$ cat src/rtl/serdes_pkg.sv
// Shared definitions for the serial link: receiver FSM state encoding and the
// default alignment word, which the transmit-side framer also inserts.
package serdes_pkg;

  localparam logic [1:0] HUNT   = 2'd0;
  localparam logic [1:0] VERIFY = 2'd1;
  localparam logic [1:0] LOCKED = 2'd2;

  localparam logic [31:0] SYNC_WORD_DEFAULT = 32'hB5E3_5A1C;

  // Bits needed to hold values 0..n-1, never less than one.
  function automatic int cnt_width(input int unsigned n);
    return (n <= 2) ? 1 : $clog2(n);
  endfunction

endpackage

$ cat src/rtl/deser_shift_window.sv
// Sliding WIDTH-bit window over the LSB-first serial stream, plus the bit
// counter that marks word boundaries. The counter can be reloaded so that a
// sync word found by hunting defines where the following words start.
module deser_shift_window
  import serdes_pkg::*;
#(
  parameter int WIDTH = 32
) (
  input  logic             clk,
  input  logic             reset,
  input  logic             din,
  input  logic             reload,
  output logic [WIDTH-1:0] win,
  output logic             word_rdy
);

  localparam int             CNT_W = cnt_width(WIDTH);
  localparam logic [CNT_W-1:0] LAST  = CNT_W'(WIDTH - 1);
  localparam logic [CNT_W-1:0] ONE   = CNT_W'(1);

  logic [CNT_W-1:0] bit_cnt;

  // Newest bit enters at the MSB so a full window reads in natural bit order.
  always_ff @(posedge clk or posedge reset) begin
    if (reset) win <= '0;
    else       win <= {din, win[WIDTH-1:1]};
  end

  // Word boundary tracking; a reload means the bit arriving now is bit 0 of
  // the next word, so it already counts as one bit held.
  always_ff @(posedge clk or posedge reset) begin
    if (reset) begin
      bit_cnt  <= '0;
      word_rdy <= 1'b0;
    end else if (reload) begin
      bit_cnt  <= ONE;
      word_rdy <= 1'b0;
    end else begin
      word_rdy <= (bit_cnt == LAST);
      bit_cnt  <= (bit_cnt == LAST) ? '0 : bit_cnt + ONE;
    end
  end

endmodule

$ cat src/rtl/deser_sync.sv
// Serial-to-parallel receiver: hunts for the in-band sync word, confirms lock
// on consecutive aligned syncs, then delivers data words with a one-cycle
// valid strobe. Lock is dropped when too many data words pass without a sync.
module deser_sync
  import serdes_pkg::*;
#(
  parameter int               WIDTH      = 32,
  parameter logic [WIDTH-1:0] SYNC_WORD  = WIDTH'(SYNC_WORD_DEFAULT),
  parameter int               LOCK_COUNT = 2,
  parameter int               MAX_GAP    = 64
) (
  input  logic             clk,
  input  logic             reset,
  input  logic             din,
  input  logic             realign,
  output logic [WIDTH-1:0] data_out,
  output logic             data_valid,
  output logic             locked,
  output logic             lock_lost
);

  localparam int               SC_W    = cnt_width(LOCK_COUNT + 1);
  localparam int               GAP_W   = cnt_width(MAX_GAP + 1);
  localparam logic [SC_W-1:0]  SC_ONE  = SC_W'(1);
  localparam logic [SC_W-1:0]  SC_LAST = SC_W'(LOCK_COUNT - 1);
  localparam logic [GAP_W-1:0] GAP_ONE = GAP_W'(1);
  localparam logic [GAP_W-1:0] GAP_LIM = GAP_W'(MAX_GAP);
  localparam logic [GAP_W-1:0] GAP_SAT = '1;

  logic [WIDTH-1:0] win;
  logic             word_rdy;
  logic             match;
  logic             reload;
  logic             emit;
  logic             lost;
  logic [1:0]       state, state_nxt;
  logic [SC_W-1:0]  sync_cnt, sync_nxt;
  logic [GAP_W-1:0] gap, gap_nxt;

  deser_shift_window #(.WIDTH(WIDTH)) u_window (
    .clk      (clk),
    .reset    (reset),
    .din      (din),
    .reload   (reload),
    .win      (win),
    .word_rdy (word_rdy)
  );

  assign match = (win == SYNC_WORD);

  // State register together with the sync and gap counters it steers.
  always_ff @(posedge clk or posedge reset) begin
    if (reset) begin
      state    <= HUNT;
      sync_cnt <= '0;
      gap      <= '0;
    end else begin
      state    <= state_nxt;
      sync_cnt <= sync_nxt;
      gap      <= gap_nxt;
    end
  end

  // Next-state decisions: HUNT slides bit by bit, VERIFY and LOCKED only look
  // at aligned words. realign overrides everything and freezes data_out.
  always_comb begin
    state_nxt = state;
    sync_nxt  = sync_cnt;
    gap_nxt   = gap;
    emit      = 1'b0;
    lost      = 1'b0;
    reload    = 1'b0;
    if (realign) begin
      state_nxt = HUNT;
      sync_nxt  = '0;
      gap_nxt   = '0;
    end else begin
      case (state)
        HUNT: begin
          if (match) begin
            reload    = 1'b1;
            sync_nxt  = SC_ONE;
            gap_nxt   = '0;
            state_nxt = (LOCK_COUNT == 1) ? LOCKED : VERIFY;
          end
        end
        VERIFY: begin
          if (word_rdy) begin
            if (match) begin
              sync_nxt = sync_cnt + SC_ONE;
              if (sync_cnt == SC_LAST) begin
                state_nxt = LOCKED;
                gap_nxt   = '0;
              end
            end else begin
              state_nxt = HUNT;
              sync_nxt  = '0;
            end
          end
        end
        LOCKED: begin
          if (word_rdy) begin
            if (match) begin
              gap_nxt = '0;
            end else if (MAX_GAP != 0 && gap == GAP_LIM) begin
              lost      = 1'b1;
              state_nxt = HUNT;
              sync_nxt  = '0;
            end else begin
              emit = 1'b1;
              if (gap != GAP_SAT) gap_nxt = gap + GAP_ONE;
            end
          end
        end
        default: state_nxt = HUNT;
      endcase
    end
  end

  // Output decode: lock indication follows the registered state directly.
  always_comb begin
    locked = (state == LOCKED);
  end

  // Delivered word and one-cycle strobes; data_out holds between strobes.
  always_ff @(posedge clk or posedge reset) begin
    if (reset) begin
      data_out   <= '0;
      data_valid <= 1'b0;
      lock_lost  <= 1'b0;
    end else begin
      if (emit) data_out <= win;
      data_valid <= emit;
      lock_lost  <= lost;
    end
  end

endmodule

$ cat config.mk
export PLATFORM = sky130hd
export DESIGN_NAME = deser_sync
export DESIGN_NICKNAME = d
export VERILOG_FILES = /design/src/rtl/serdes_pkg.sv /design/src/rtl/deser_shift_window.sv /design/src/rtl/deser_sync.sv
export SDC_FILE = /design/constraint.sdc
export NUM_CORES = 1
export LEC_CHECK = 0
export CORE_MARGIN = 1.5
export CORE_UTILIZATION = 57
export CTS_CLUSTER_SIZE = 20
export DETAILED_ROUTE_END_ITERATION = 8
export PLACE_DENSITY = 0.84
export SETUP_SLACK_MARGIN = 0.05
export SLEW_MARGIN = 40
export SYNTH_ARGS = -nofsm -noshare
export SYNTH_HDL_FRONTEND = slang
export SYNTH_SLANG_ARGS = --single-unit
export TNS_END_PERCENT = 1
$ cat constraint.sdc
create_clock -name clk -period 7.7 [get_ports clk]
set_input_delay 2.31 -clock clk [delete_from_list [all_inputs] [get_ports clk]]
set_output_delay 2.31 -clock clk [all_outputs]
set_load 0.01 [all_outputs]
==> metrics.txt, run 1 <==
status finished clean; layer with the highest usage met2; Finish-stage setup viols 0; Core ar. 0.005507 mm2; # H-tree levels 3; deepest clock path buffer count 2; Post-Syn Area 0.003264 mm2; clk sinks 83; clk root buf clkbuf_8; Startpoint Class input port; pwr/cell area 194.3 mW/mm2; Hold Path Class flop to flop; Max Fclk 245.0 MHz; met2 Usage GRT 0.3069; Setup crit end kind flop; setup slack, reg-to-reg 5.17 ns; GRT overflow 0; min-delay src u_window.win[27]; # diodes 0; count leader, synth dfrtp_1; Crit Path Category input port to flop; Synth Area per Inst 13.83 um2; RSZ-0062 raised after global routing false; reg2reg end data_out[15]; post-synth top area cell dfrtp_1; Critical Path RT 7.93 ns; Via density 5.691; Worst Max-Slew Pin Slew 0.7149 ns; met1 Resource Use GR 0.2897; Min-Delay Path Depth 0; nets 294; Pwr Total 0.0007602 W; YS warnings 0; EDFF count, synth 0; CP arrival 4.31 ns; TNS Setup 0 ns; layout cells sized above 1 0.1010; Die H 78.68 um; largest fanout on the critical path 33; largest cells by area after synthesis dfrtp_1 64%, mux2_1 12%, ha_1 3.1%; final hold violation count 0; r2r worst-path depth 5; Max Cap Violations 0; HPWL after DPL 3752 um; min Tclk post-route 4.081 ns; pin count of the biggest net entering global routing 84; syn nets 248; GP Congestion 0.8592; global-route wire length before repair 9673 um; initial core utilization 0.5928; post-cts resize count 0; GRT Util Overall 0.2070; # IOs 39; R2R Path Start u_window.win[19]; Reg clk slew, reported paths 0.09 ns; share of the synthesized area in the top cell type 0.6363; synthesis-to-layout area growth 19.85%; Post-Synthesis Cells 236; vias post-DR 2043; Leakage 1.777 nW; Final period util 0.5300; Async SR Flop Fraction 1.000; Die ar. 0.006190 mm2; initial antenna violation count 0; router iterations before antenna repair 4; CTS tree done; Rel. slew slack 0.5234; WL final 5615 um; Peak VDD IR 0.1654 mV; post-CTS setup repair buffer count 0; WL per Instance 15.64 um; Worst-Skew Late Latency 0.36 ns; PortBufs 38; top cells by count, synth 83 x dfrtp_1, 34 x mux2_1, 15 x nand2_1, 12 x nor2_1; Die Wd 78.68 um; Rows 27; CTS Buf Count 9; Final ANT Viol Nets 0; Synth Flop Type dfrtp_1; DR DRC count 0; vias in the first global route 1996; sequential element share of the synthesized area 0.6363; skew final 0.009767 ns; hold endpoint u_window.win[26]; 1st-iter DRT viols 138; hold-fix buffers at CTS 0; number of synthesized register bits 83; synth unique cells 52; Max Transition Viols Final 0; met3 Use GR 0.04884
[critical path, cell delays in order]
cell             delay (ns)
clkdlybuf4s50_1        0.49
nor2b_1                0.48
nand3_4                0.54
mux2_1                 0.48
[cell families after synthesis]
kind of cell | after synthesis | share of synthesized area
compound gates | 31 | 0.07321
xor+xnor | 2 | 0.005367
fa+ha+maj | 8 | 0.03066
buf+inv | 14 | 0.01954
flops | 83 | 0.6363
mux | 36 | 0.1238
simple gates | 62 | 0.1112
[sequential cells by signal, summed over array words and instances (netlist names)]
name               cells
data_out              32
data_valid             1
gap                    7
lock_lost              1
state                  2
sync_cnt               2
u_window.bit_cnt       5
u_window.win          32
u_window.word_rdy      1
[metrics by stage]
step / utilization / instances / cell area, um2 / hold WS [ns] / setup WS (ns)
global placement: 0.6751 / 343 / 3717 / 0.3716 / 2.954
CTS: 0.7105 / 359 / 3913 / 0.3940 / 3.609
floorplan: - / 236 / 3264 / 0.3591 / 3.253
global route: 0.7105 / 359 / 3913 / 0.3938 / 3.459
detailed placement: 0.6771 / 343 / 3729 / 0.3788 / 3.248
finish: 0.7105 / 359 / 3913 / 0.3974 / 3.619
[per-layer routing]
metal  wire (um)  part of all wire
met2        2564              0.46
met4          99             0.018
met1        2657              0.47
met3         293             0.052
met5           0                 0
[power breakdown]
group / total [W] / internal [W] / switching [W]
registers: 0.000451 / 0.000445 / 0.00000690
logic: 0.0000170 / 0.00000542 / 0.0000116
clock network: 0.000292 / 0.000129 / 0.000162
total: 0.000760 / 0.000579 / 0.000181
[cells in the final DEF (no fill, tap or decap), types with 2 or more instances in the layout]
cell,count
o21a_1,5
ha_1,8
nor2_1,12
nand2_1,15
and2_1,3
nor4b_1,2
a21oi_1,3
nand3_1,4
nor2b_1,4
nand4_1,3
a31oi_1,2
nor4bb_1,3
and4_1,2
inv_6,2
inv_1,7
clkbuf_8,10
dfrtp_1,83
o211ai_1,2
a22o_1,2
o21ai_1,2
clkdlybuf4s50_1,38
mux2_1,34
clkinv_2,3
o2bb2ai_1,2
nor3_1,3
and3_1,2
[layout make-up]
cell class	count	area [um2]
Inverter	10	38.79
Timing Repair Buffer	39	391.6
Fill cell	374	1594
Clock inverter	6	46.29
Multi-Input combinational cell	139	1131
Clock buffer	10	137.6
Tap cell	72	90.09
Sequential cell	83	2077
[worst max-delay path by stage]
stage                  from            to  depth (start not counted)
CTS                 realign  data_out[15]                          4
global route        realign  data_out[29]                          4
detailed placement  realign  data_out[31]                          4
floorplan             reset   data_out[0]                          1
finish              realign  data_out[15]                          4
global placement    realign   data_out[9]                          4
No activity file was read; power rests on OpenSTA's default activity.
==> run 2: changes to the inputs <==
--- a/config.mk
+++ b/config.mk
@@ -6,10 +6,10 @@
 export NUM_CORES = 1
 export LEC_CHECK = 0
 export CORE_MARGIN = 1.5
-export CORE_UTILIZATION = 57
+export CORE_UTILIZATION = 49
 export CTS_CLUSTER_SIZE = 20
 export DETAILED_ROUTE_END_ITERATION = 8
-export PLACE_DENSITY = 0.84
+export PLACE_DENSITY = 0.77
 export SETUP_SLACK_MARGIN = 0.05
 export SLEW_MARGIN = 40
 export SYNTH_ARGS = -nofsm -noshare
==> constraint.sdc (replaced) <==
create_clock -name clk -period 3.6 [get_ports clk]
set_input_delay 1.08 -clock clk [delete_from_list [all_inputs] [get_ports clk]]
set_output_delay 1.08 -clock clk [all_outputs]
set_load 0.01 [all_outputs]
==> run 2 against run 1 <==
Effect of this change: register-to-register slack worse by 4.2 ns; final area is 1.6% higher; sequential cell count stayed put; critical path depth is 1 lower; critical path type is now flop to primary output; worst setup slack worse by 2.8 ns; non-clock buffer count is 1 higher.
==> metrics.txt, run 2 (same netlist as run 1, synthesis figures left out) <==
# IOs 39; deepest clock path buffer count 2; crit path from state[0]; GP Congestion 0.8579; setup slack, reg-to-reg 1.01 ns; Rel. slew slack 0.5179; final setup margin 0.7963 ns; # diodes 0; Worst Max-Slew Pin Slew 0.7223 ns; status finished clean; 1st-iter DRT viols 87; Pwr Total 0.001762 W; Leakage 1.808 nW; # H-tree levels 3; largest fanout on the critical path 8; Worst-Skew Late Latency 0.35 ns; vias in the first global route 1915; WP buf/inv 2; Startpoint Class flop; CP arrival 1.72 ns; CTS Buf Count 9; Peak VDD IR 0.3131 mV; CP max-delay cell clkdlybuf4s50_1; DR DRC count 0; met2 wire len 2481 um; Final ANT Viol Nets 0; initial antenna violation count 0; initial core utilization 0.5112; final hold violation count 0; Die Wd 84.62 um; pre-CTS WS 0.6689 ns; Die H 84.62 um; Die ar. 0.007161 mm2; synthesis-to-layout area growth 21.77%; clk root buf clkbuf_8; hold-fix buffers at CTS 0; clk sinks 83; delay-heaviest family, CP buffers and inverters; Rows 29; CTS tree done; post-cts resize count 0; most frequent cells in the layout 83 x dfrtp_1, 38 x clkdlybuf4s50_1, 34 x mux2_1; global-route wire length before repair 9363 um; Hold Path Class flop to flop; worst path cell trace inv_1, ha_1, clkdlybuf4s50_1; Max Fclk 356.7 MHz; HPWL after DPL 3797 um; Max Cap Violations 0; router iterations before antenna repair 4; Max Transition Viols Final 0; minimum hold slack 0.3878 ns; r2r worst-path depth 6; skew final 0.009283 ns; R2R Path Start u_window.win[19]; nets 295; Levels on crit path 3; post-CTS setup repair buffer count 0; WL per Instance 15.16 um; slowest cell delay on critical path 0.58 ns; most common cell after layout, fill and taps aside dfrtp_1; layout cells sized above 1 0.1042; Cells after DPL 349; GRT Util Overall 0.1667; RSZ-0062 raised after global routing false; Via density 5.447; TNS Setup 0 ns; Setup crit end kind primary output; Crit Path Category flop to primary output; Core ar. 0.006386 mm2; Reg clk slew, reported paths 0.09 ns; WL met3 295 um; vias post-DR 1988; PortBufs 38; pin count of the biggest net entering global routing 43; GRT overflow 0; DR top layer met4; fin cells 365; Finish-stage setup viols 0; pwr/cell area 443.3 mW/mm2; crit path to locked; Largest regs data_out (32), u_window.win (32), gap (7); Final period util 0.7788; met1 WL 2680 um; Critical Path RT 2.52 ns; WL final 5534 um; min Tclk post-route 2.804 ns; reg2reg end data_out[24]
run 2: cell type report:
type	count	area (um2)
clock buffers	10	137.6
fillers	503	2411
multi-input cells	139	1124
inverters	10	38.79
flip-flops and latches	83	2077
well taps	77	96.34
repair buffers	40	407.9
clock inverters	6	93.84
run 2: report_power, final:
group	total, W	internal, W	switching (W)	leakage (nW)
logic	0.0000381	0.0000128	0.0000253	0.626
registers	0.000965	0.000951	0.0000142	1.06
clock network	0.000759	0.000418	0.000341	0.119
run 2: layer usage:
| metal | vias up | GRT usage |
|---|---|---|
| met5 | - | 0 |
| met4 | 0 | 0.05718 |
| met3 | 10 | 0.05310 |
| met2 | 48 | 0.2518 |
| met1 | 986 | 0.2303 |
| li1 | 944 | - |
run 2: how the worst min path moves through the flow:
stage / cells after the start / slack [ns] / endpoint / startpoint
floorplan: 0 / 0.36 / u_window.win[26] / u_window.win[27]
global placement: 0 / 0.37 / u_window.win[8] / u_window.win[9]
detailed placement: 0 / 0.38 / u_window.win[8] / u_window.win[9]
CTS: 0 / 0.40 / u_window.win[24] / u_window.win[25]
global route: 0 / 0.41 / u_window.win[24] / u_window.win[25]
finish: 0 / 0.39 / u_window.win[14] / u_window.win[15]
run 2: metrics by stage:
| step | util | cell area [um2] |
|---|---|---|
| floorplan | - | 3264 |
| global placement | 0.5862 | 3744 |
| detailed placement | 0.5862 | 3744 |
| CTS | 0.6225 | 3975 |
| global route | 0.6225 | 3975 |
| finish | 0.6225 | 3975 |
==> run 3: changes to the inputs <==
--- a/config.mk
+++ b/config.mk
@@ -6,10 +6,10 @@
 export NUM_CORES = 1
 export LEC_CHECK = 0
 export CORE_MARGIN = 1.5
-export CORE_UTILIZATION = 49
+export CORE_UTILIZATION = 55
 export CTS_CLUSTER_SIZE = 20
 export DETAILED_ROUTE_END_ITERATION = 8
-export PLACE_DENSITY = 0.77
+export PLACE_DENSITY = 0.82
 export SETUP_SLACK_MARGIN = 0.05
 export SLEW_MARGIN = 40
 export SYNTH_ARGS = -nofsm -noshare
==> constraint.sdc (replaced) <==
create_clock -name clk -period 2.8 [get_ports clk]
set_input_delay 0.84 -clock clk [delete_from_list [all_inputs] [get_ports clk]]
set_output_delay 0.84 -clock clk [all_outputs]
set_load 0.01 [all_outputs]
==> run 3 against run 2 <==
Effect of this change: clock power rose by 17%; wire length rose by 6.3%; combinational power rose by 40%; critical endpoint unchanged; critical path depth did not move; power rose by 24%; global-route usage rose by 4.3 points; largest cell class unchanged; final cell count fell by 1.1%.
==> metrics.txt, run 3 (same netlist as run 1, synthesis figures left out) <==
Core ar. 0.005608 mm2; Max Fclk 391.5 MHz; CP arrival 1.71 ns; # H-tree levels 3; Finish-stage setup viols 0; # IOs 39; WL final 5882 um; WL per Instance 16.29 um; crit path to locked; Max Transition Viols Final 0; min Tclk post-route 2.554 ns; clk sinks 83; crit path from state[0]; Worst Max-Slew Pin Slew 0.5726 ns; Crit Path Category flop to primary output; synthesis-to-layout area growth 21.96%; Leakage 1.806 nW; PortBufs 38; skew final 0.01032 ns; Reg clk slew, reported paths 0.08 ns; most common cell after layout, fill and taps aside dfrtp_1; GRT Util Overall 0.2101; CTS Buf Count 9; Worst-Skew Late Latency 0.35 ns; DR DRC count 0; Startpoint Class flop; Die H 80.04 um; Hold Path Class flop to flop; Int Power 0.001688 W; Max Cap Violations 0; global-route wire length before repair 9963 um; CTS tree done; fin cells 361; pin count of the biggest net entering global routing 39; P_sw 0.0004962 W; post-CTS setup repair buffer count 0; Setup crit end kind primary output; vias in the first global route 2014; deepest clock path buffer count 2; final hold violation count 0; Largest regs data_out (32), u_window.win (32), gap (7); Peak VDD IR 0.4977 mV; CP max-delay cell clkdlybuf4s50_1; final setup margin 0.2459 ns; Critical Path RT 1.96 ns; pre-CTS WS 0.1537 ns; most frequent cells in the layout 83 x dfrtp_1, 38 x clkdlybuf4s50_1, 34 x mux2_1; RSZ-0062 raised after global routing false; Rel. slew slack 0.6175; Die Wd 80.04 um; GP Congestion 0.8573; Die ar. 0.006406 mm2; pwr/cell area 548.5 mW/mm2; setup slack, reg-to-reg 0.36 ns; Cells after DPL 345; # diodes 0; Clock power frac 0.407; TNS Setup 0 ns; worst path cell trace inv_1, ha_1, clkdlybuf4s50_1; status finished clean; Via density 5.560; Rows 27; reg2reg end data_out[23]; router iterations before antenna repair 4; 1st-iter DRT viols 125; Final ANT Viol Nets 0; initial core utilization 0.5821; slowest cell delay on critical path 0.59 ns; largest fanout on the critical path 8; Net Sw Frac 0.2272; clk root buf clkbuf_8; layout cells sized above 1 0.1073; Logic pwr share 0.024; HPWL after DPL 4054 um; Final period util 0.9122; GRT overflow 0; initial antenna violation count 0; Flop pwr share 0.568; r2r worst-path depth 6; R2R Path Start u_window.win[19]; post-cts resize count 0; fin util 0.7100; nets 296; vias post-DR 2007; hold-fix buffers at CTS 0
-- run 3: through the flow --
step	hold slack, ns	cell area, um2	total power [W]
5_1_grt	0.4102	3981	0.002260
4_1_cts	0.3989	3981	0.002200
3_5_place_dp	0.3796	3772	0.001320
2_1_floorplan	0.3591	3268	0.001291
6_report	0.3945	3981	0.002184
3_3_place_gp	0.3732	3772	0.001318
-- run 3: worst min path at each step --
stage                      from                to  cells after the start
2_1_floorplan  u_window.win[27]  u_window.win[26]                      0
3_3_place_gp    u_window.win[9]   u_window.win[8]                      0
3_5_place_dp   u_window.win[29]  u_window.win[28]                      0
4_1_cts        u_window.win[29]  u_window.win[28]                      0
5_1_grt        u_window.win[29]  u_window.win[28]                      0
6_report       u_window.win[29]  u_window.win[28]                      0
-- run 3: cell type report --
type | instances | area (um2)
Clock buffer | 10 | 137.6
Clock inverter | 6 | 71.32
Fill cell | 403 | 1627
Inverter | 10 | 41.29
Multi-Input combinational cell | 139 | 1124
Sequential cell | 83 | 2077
Tap cell | 72 | 90.09
Timing Repair Buffer | 41 | 440.4
-- run 3: critical path, delay by kind of cell, from the launching register on --
kind	cells	cell delay (ns)
buffers and inverters	2	0.69
adders and majority gates	1	0.30
DFF	1	0.38
-- run 3: metal layers --
metal	wire length (um)	global-route usage	up-vias
met5	0	0	-
met4	70	0.07586	0
met3	247	0.05714	6
met2	2817	0.3235	60
met1	2747	0.2867	990
li1	-	-	951
-- run 3: power by group through the flow --
stage	registers (W)	logic [W]	clock network, W
6_report	0.00124	0.0000533	0.000889
5_1_grt	0.00125	0.0000612	0.000954
4_1_cts	0.00124	0.0000552	0.000903
3_5_place_dp	0.00127	0.0000550	0
3_3_place_gp	0.00126	0.0000541	0
2_1_floorplan	0.00126	0.0000335	0
